[src/rtl/ai_core_pkg.sv]
// Shared definitions for the neuron core: FSM states, activation codes and
// the saturating clamp used on the bias-add result.
package ai_core_pkg;

    typedef enum logic [1:0] {
        ST_ACCUM  = 2'd0,
        ST_BIAS   = 2'd1,
        ST_OUTPUT = 2'd2
    } state_t;

    localparam int unsigned ACT_NONE = 0;
    localparam int unsigned ACT_RELU = 1;

    // Widest intermediate the clamp accepts; callers sign-extend into it.
    localparam int unsigned CLAMP_W = 128;

    // Clamp a signed value to the signed range of 'width' bits; 'clipped' flags saturation.
    function automatic logic signed [CLAMP_W-1:0] clamp_signed(
        input  logic signed [CLAMP_W-1:0] value,
        input  int unsigned               width,
        output logic                      clipped
    );
        logic signed [CLAMP_W-1:0] hi;
        logic signed [CLAMP_W-1:0] lo;
        logic signed [CLAMP_W-1:0] res;
        hi      = $signed((CLAMP_W'(1) << (width - 1)) - CLAMP_W'(1));
        lo      = ~hi;
        res     = value;
        clipped = 1'b0;
        if (value > hi) begin
            res     = hi;
            clipped = 1'b1;
        end else if (value < lo) begin
            res     = lo;
            clipped = 1'b1;
        end
        return res;
    endfunction

endpackage

[src/rtl/ai_mac_stage.sv]
// Combinational signed fixed-point multiply with arithmetic rescale by FRACT_BITS.
module ai_mac_stage #(
    parameter int unsigned DATA_WIDTH = 32,
    parameter int unsigned FRACT_BITS = 16
) (
    input  logic [DATA_WIDTH-1:0]   data,
    input  logic [DATA_WIDTH-1:0]   weight,
    output logic [2*DATA_WIDTH-1:0] product
);

    localparam int unsigned PROD_W = 2 * DATA_WIDTH;

    logic signed [PROD_W-1:0] data_ext;
    logic signed [PROD_W-1:0] weight_ext;
    logic signed [PROD_W-1:0] full;

    always_comb begin
        data_ext   = {{DATA_WIDTH{data[DATA_WIDTH-1]}}, data};
        weight_ext = {{DATA_WIDTH{weight[DATA_WIDTH-1]}}, weight};
        full       = data_ext * weight_ext;
        product    = full >>> FRACT_BITS;
    end

endmodule

[src/rtl/ai_neuron_core.sv]
// Single neuron: streams an input vector through a weighted accumulate, adds a
// bias with saturation, applies the activation and hands the result downstream.
module ai_neuron_core
    import ai_core_pkg::*;
#(
    parameter int unsigned DATA_WIDTH = 32,
    parameter int unsigned FRACT_BITS = 16,
    parameter int unsigned NUM_INPUTS = 8,
    parameter int unsigned ACT_MODE   = ACT_RELU
) (
    input  logic                              clk,
    input  logic                              reset,
    input  logic                              wr_en,
    input  logic [$clog2(NUM_INPUTS+1)-1:0]   wr_addr,
    input  logic [DATA_WIDTH-1:0]             wr_data,
    output logic                              wr_err,
    input  logic                              in_valid,
    output logic                              in_ready,
    input  logic [DATA_WIDTH-1:0]             in_data,
    input  logic                              in_last,
    output logic                              out_valid,
    input  logic                              out_ready,
    output logic [DATA_WIDTH-1:0]             out_data,
    output logic                              sat
);

    localparam int unsigned ADDR_W = $clog2(NUM_INPUTS + 1);
    localparam int unsigned IDX_W  = $clog2(NUM_INPUTS);
    localparam int unsigned ACC_W  = 2 * DATA_WIDTH;

    state_t                    state;
    state_t                    state_next;
    logic [IDX_W-1:0]          idx;
    logic signed [ACC_W-1:0]   acc;
    logic [DATA_WIDTH-1:0]     weight_mem [NUM_INPUTS];
    logic [DATA_WIDTH-1:0]     bias;
    logic signed [ACC_W-1:0]   product;
    logic                      beat;
    logic                      vec_end;
    logic                      wr_ok;
    logic signed [CLAMP_W-1:0] sum;
    logic [DATA_WIDTH-1:0]     clamped;
    logic [DATA_WIDTH-1:0]     activated;
    logic                      clipped;

    assign in_ready = (state == ST_ACCUM);
    assign beat     = in_valid && in_ready;
    assign vec_end  = beat && (in_last || (idx == IDX_W'(NUM_INPUTS - 1)));
    // Parameters may only change while no vector is in flight.
    assign wr_ok    = wr_en && (state == ST_ACCUM) && (idx == '0)
                      && (wr_addr <= ADDR_W'(NUM_INPUTS));

    ai_mac_stage #(
        .DATA_WIDTH (DATA_WIDTH),
        .FRACT_BITS (FRACT_BITS)
    ) u_mac (
        .data    (in_data),
        .weight  (weight_mem[idx]),
        .product (product)
    );

    // Bias add, saturation and activation, consumed in BIAS.
    always_comb begin
        sum       = {{(CLAMP_W - ACC_W){acc[ACC_W-1]}}, acc}
                  + {{(CLAMP_W - DATA_WIDTH){bias[DATA_WIDTH-1]}}, bias};
        clipped   = 1'b0;
        clamped   = DATA_WIDTH'(clamp_signed(sum, DATA_WIDTH, clipped));
        activated = clamped;
        if ((ACT_MODE == ACT_RELU) && clamped[DATA_WIDTH-1]) begin
            activated = '0;
        end
    end

    always_ff @(posedge clk) begin
        if (reset) begin
            state <= ST_ACCUM;
        end else begin
            state <= state_next;
        end
    end

    always_comb begin
        state_next = state;
        case (state)
            ST_ACCUM:  if (vec_end) state_next = ST_BIAS;
            ST_BIAS:   state_next = ST_OUTPUT;
            ST_OUTPUT: if (out_ready) state_next = ST_ACCUM;
            default:   state_next = ST_ACCUM;
        endcase
    end

    always_ff @(posedge clk) begin
        if (reset) begin
            idx       <= '0;
            acc       <= '0;
            bias      <= '0;
            out_valid <= 1'b0;
            out_data  <= '0;
            sat       <= 1'b0;
            wr_err    <= 1'b0;
            for (int unsigned i = 0; i < NUM_INPUTS; i++) begin
                weight_mem[i] <= '0;
            end
        end else begin
            wr_err <= wr_en && !wr_ok;
            if (wr_ok) begin
                if (wr_addr == ADDR_W'(NUM_INPUTS)) begin
                    bias <= wr_data;
                end else begin
                    weight_mem[IDX_W'(wr_addr)] <= wr_data;
                end
            end
            if (beat) begin
                acc <= acc + product;
                idx <= vec_end ? '0 : idx + IDX_W'(1);
            end
            if (state == ST_BIAS) begin
                out_valid <= 1'b1;
                out_data  <= activated;
                sat       <= clipped;
            end
            if ((state == ST_OUTPUT) && out_ready) begin
                out_valid <= 1'b0;
                acc       <= '0;
            end
        end
    end

endmodule

[config.mk]
export PLATFORM = sky130hd
export DESIGN_NAME = ai_neuron_core
export DESIGN_NICKNAME = d
export VERILOG_FILES = /design/src/rtl/ai_core_pkg.sv /design/src/rtl/ai_mac_stage.sv /design/src/rtl/ai_neuron_core.sv
export SDC_FILE = /design/constraint.sdc
export NUM_CORES = 2
export LEC_CHECK = 0
export ABC_AREA = 1
export ABC_CLOCK_PERIOD_IN_PS = 12400
export CORE_MARGIN = 4
export CORE_UTILIZATION = 50
export DETAILED_ROUTE_END_ITERATION = 12
export DONT_BUFFER_PORTS = 1
export MAX_ROUTING_LAYER = met4
export PLACE_DENSITY = 0.69
export SETUP_SLACK_MARGIN = 0.1
export SLEW_MARGIN = 20
export SYNTH_ARGS = -nofsm -noshare
export SYNTH_HDL_FRONTEND = slang
export SYNTH_SLANG_ARGS = --single-unit
[constraint.sdc]
create_clock -name clk -period 12.4 [get_ports clk]
set_input_delay 0 -clock clk [delete_from_list [all_inputs] [get_ports clk]]
set_output_delay 0 -clock clk [all_outputs]
set_load 0.1 [all_outputs]
== Word-level counts from Yosys, hierarchy flattened ==
Memory sizes are Yosys's and may differ from the RTL's. A register that Yosys moved wholly into a read port is not among the register bits.
Index checks and enable logic that the tools add are counted.

* Bitwise gates (word level): 0
* Reduce and logical (&&, ||, !) cells: 15
* Mux-type cells: 20
* Equality and inequality tests: 6
* Order comparisons: 3
* Shift-type cells: 0
* Divide/modulo/power cells: 0
* Add/subtract/negate cells: 3
* $mul: 1

{| class="wikitable"
|+ Operators with widths
! operator !! number
|-
| 32-bit 2-to-1 mux || 3
|-
| 64-bit by 32-bit adder with 65-bit output || 1
|-
| 65-bit by 32-bit greater-than comparator with 1-bit output, second input constant || 1
|-
| 65-bit by 32-bit < comparator with 1-bit output, second input constant || 1
|-
| 64-bit by 48-bit adder with 64-bit output || 1
|-
| 32-bit by 32-bit multiplier with 64-bit output || 1
|-
| 32-bit OR reduction || 1
|-
| 31-bit 2-to-1 mux || 1
|-
| 3-bit 2-to-1 mux || 4
|-
| 1-bit 2-to-1 mux || 9
|-
| 1-bit logical AND || 7
|-
| 2-bit one-hot mux with 3 select lines || 1
|-
| 4-bit equality test, second input constant || 1
|-
| 4-bit <= comparator, second input constant || 1
|-
| 2-bit 2-to-1 mux || 2
|-
| 2-bit AND reduction || 2
|-
| 3-bit by 1-bit adder with 3-bit output, second input constant || 1
|-
| 3-bit equality test, second input constant || 1
|-
| 3-bit zero test || 1
|-
| 2-bit by 1-bit equality test with 1-bit output, second input constant || 1
|-
| 2-bit equality test, second input constant || 1
|-
| 2-bit zero test || 1
|-
| 2-bit by 1-bit inequality test with 1-bit output, second input constant || 1
|-
| 2-bit inequality test, second input constant || 1
|-
| other kinds (3) || 3
|}

* Output and inout port bits: 36
* Latch bits: 0
* Flip-flop bits (word level): 136
* Memory bits (writable): 256
* ROM bits: 0
* Logic and storage cells: 57
* Memories kept: 1
* Bits of input ports: 74

{| class="wikitable"
|+ Memories
! name !! depth !! bits a word !! read ports !! clocked after Yosys merged registers in !! write ports !! line !! text
|-
| weight_mem || 8 || 32 || 1 || 1 || 8 || ai_neuron_core.sv:35 || <nowiki>logic [DATA_WIDTH-1:0] weight_mem [NUM_INPUTS];</nowiki>
|}

== Logic depth before layout (Yosys ltp) ==
* Depth after elaboration: 9
* Depth in mapped cells: 55
* Mapped depth without buffers: 53

== Cells and area by module ==
A second synthesis with hierarchy kept.

* Cell total of the unflattened synthesis: 9133
* Area, all modules: 66339.9 um2

{| class="wikitable"
|+ Modules (own cells, without submodules)
! module !! instances !! cells each !! seq. area each (um2) !! area each (um2)
|-
| ai_mac_stage || 1 || 5063 || 0.0 || 38846.0
|-
| ai_neuron_core || 1 || 4070 || 10450.0 || 27493.9
|}

== Worst setup path after synthesis ==
Ideal clock, no wire load.

* Path type: reg2reg
* From: register with a tool-made name
* To: register acc[63]
* Setup slack: 2444 ps
* Clock period less this slack: 9956 ps
* Path buffers: 5
* Stages on the path, launching flop included: 44
* Required time: 12287 ps
* Data arrival time: 9843 ps
* Setup time: 113 ps
* Path through: dfxtp_1 buf_4 clkbuf_1 clkbuf_1 clkbuf_1 nor2_1 o221ai_1 nand2_1 clkbuf_1 nor2_1 fa_1 inv_1 fa_1 inv_1 fa_1 fa_1 inv_1 fa_1 [8 not listed] o21ai_0 a21oi_1 o211ai_1 a21oi_1 nand2_1 nand2_1 nand2_1 ha_1 nand2_1 nor2_1 inv_1 nor4_1 nand2_1 o2111ai_1 nand3b_1 nand3_1 nor2_1 nor2_1

{| class="wikitable"
|+ RTL lines
! item !! line !! text
|-
| to (signal assigned) || ai_neuron_core.sv:114 || <nowiki>acc <= acc + product;</nowiki>
|-
| to (decl) || ai_neuron_core.sv:34 || <nowiki>logic signed [ACC_W-1:0] acc;</nowiki>
|}

==> impl_metrics.ini <==
[final_layout]
utilization = 0.536
nNetsFinal = 9417
nFillCells = 11800
area_growth_pct = 6.33
multiInputGateArea_sq_mm = 0.0446
seq_area_sq_mm = 0.0105
layout-drive-gt1-share = 0.0425

[sta]
fmax_mhz = 85.5
layout_setup_ws_ns = 0.709
relSlewSlack = 0.291
slew_viol_final = 0
setup_violations = 0
finalCritPeriodShare = 0.943
setup_tns_ns = 0
worstMarginPinSlew_ns = 1.06
final.min_clock_period_ns = 11.69
skew_ns = 0.0335
hold-worst-slack_ns = 0.0776
rsz0062_at_grt = false
hold_viol = 0

[grt]
grt_max_degree = 92
grt_overflow_total = 0
track_usage = 0.334
grt_use_met3 = 0.0616
grt_pass1_vias = 54800
antenna_found_initial = 10
grt_use_met2 = 0.529
met1_usage = 0.423
grt_first_pass_wirelength_mm = 324
busiest_layer = met2

[cts]
clk_pin_slew_ns = 0.07
root_buffer = clkbuf_16
clock_sinks = 394
cts_tree = yes
cts_buffers = 38
clk_latency_ns = 0.59
cts-htree-levels = 2
clock_path_buffers = 3

[die]
num_io_pins = 110
start_util = 0.504
die_h_um = 361
core_sq_mm = 0.124
die-area_sq_mm = 0.131
rows = 129
die_w_um = 361

[synthesis]
ys_ff_latch = 394
synth_warnings = 0
synthCells = 8003
yosysSeqAreaShare = 0.167
netlist_area_sq_mm = 0.0625
synth_area_leaders = fa_1 (35%), edfxtp_1 (12%), inv_1 (9.7%)
yosysUniqueCellTypes = 53
synth_top_cell_by_area = fa_1
syn_nets = 9478
synth_area_per_cell_sq_um = 7.80
synthDominantCellAreaShare = 0.347

[critical_path]
regToRegSetupSlack_ns = 0.71
cp_slowest_stage_delay_ns = 0.64
crit_arrival_ns = 12.18
end_kind = flop
startpoint_type = flop
crit_type = flop to flop
critical-path-top-delay-family = adder cells
crit_required_ns = 12.89
cp.buffers_inverters = 8
slowest_stage = fa_1
worst-path-max-fanout = 65
crit_top_cell = fa_1

[route]
dr_total_vias = 53200
wirelength_mm = 209
drtPass1Iterations = 6
wire_per_inst_um = 21.7
final_antenna_net_count = 0
drc = 0
dr.first_iter.drc_count = 4844
via_per_inst = 5.52

[flow_run]
maxCapViolations = 0

[placement]
place.gp.congestion = 1.02
place_hpwl_mm = 169
dp_slack_ns = 0.831
io_buffers = 0

[worst_hold_path]
hold_class = primary input to flop

[run_status]
status = finished clean
==> cell usage in the layout, fill, tap and decap left out, drive strengths merged, types with 3 or more instances in the layout <==
cell	count
a211oi	3
a21boi	11
a21o	11
a21oi	284
a221oi	4
a31oi	30
and2	4
and3	6
buf	144
bufinv	6
clkbuf	51
clkinv	66
dfxtp	138
diode	11
dlygate4sd3	42
edfxtp	256
fa	1083
ha	318
inv	1632
nand2	1587
nand3	170
nand3b	13
nand4	53
nor2	1441
nor3	41
nor4	17
o2111ai	3
o211ai	13
o21a	15
o21ai	326
o21bai	6
o221ai	69
xnor2	41
xor2	78
==> logic make-up (layout without fill, tap and decap cells) <==
family,Yosys count,after routing,synth area share
buf+inv,1972,1941,0.120
simple gates,3334,3334,0.215
xor+xnor,119,119,0.0167
compound gates,782,782,0.0706
fa+ha+maj,1401,1401,0.411
other cells,1,12,0.0000600
flops,394,394,0.167
==> layer usage <==
layer,wire [um],part of all wire
met1,81800,0.39
met2,96700,0.46
met3,19400,0.093
met4,11100,0.053
met5,0,0
==> tightest hold or removal path, cell delays in order <==
cell	delay, ns
nor2_1	0.04
nand3_1	0.10
nand2_1	0.07
nand2_1	0.13
nor2_4	0.10
a21oi_1	0.15
==> sequential cells by signal (all words and copies together), names as in the netlist, named ones only <==
signal      cells
bias           32
idx             3
state           2
wr_err          1
out_valid       1
weight_mem    256
acc            64
sat             1
out_data       31
==> synth_stat cells (all sizes together) <==
cell,instances
a211oi,3
a221oi,4
o21bai,6
nand3b,13
a21boi,11
fa,1083
ha,318
nor3,41
o21a,15
nand4,53
o2111ai,3
a31o,1
inv,1629
nor2,1441
o21ai,326
buf,18
o31ai,2
o211ai,13
a21o,11
o311ai,1
nand3,170
clkbuf,269
clkinv,56
o22ai,1
dfxtp,138
xnor2,41
a31oi,30
nor4,17
o221ai,69
a21oi,284
and2,4
xor2,78
conb,1
nand2,1587
o221a,2
or2,2
edfxtp,256
and3,6
==> metrics by stage <==
stage	cells	instance area [sq um]
4_1_cts	9604	66300
5_1_grt	9619	66400
2_1_floorplan	8003	62500
3_3_place_gp	9495	64600
6_report	9620	66400
3_5_place_dp	9495	64600
==> path summary, 6_finish.rpt <==
path                            cells past startpoint       start       to
worst max register to register                     41        flop  acc[56]
worst min-delay path                                6  wr_addr[1]  bias[5]
worst min register to register                      2     bias[0]  bias[0]
worst max-delay path                               41        flop  acc[56]
==> what timing repair did <==
item | 4_1_cts | 5_1_grt
buffers inserted | 0 | 0
endpoints found under the hold margin | 334 | 8
gates resized for setup | 0 | 1
setup endpoints to repair | 0 | 1
hold buffers | 39 | 4
==> cell type report <==
class	count	share of cell area
multi-input cells	5637	0.671
flip-flops and latches	394	0.157
inverters	1685	0.0952
well taps	1637	0.0308
repair buffers	186	0.0245
clock buffers	51	0.0160
clock inverters	19	0.00437
diodes	11	0.000414
Power is not shown: default switching activity piles up to over one toggle a cycle in this logic, so the estimate is an artifact.
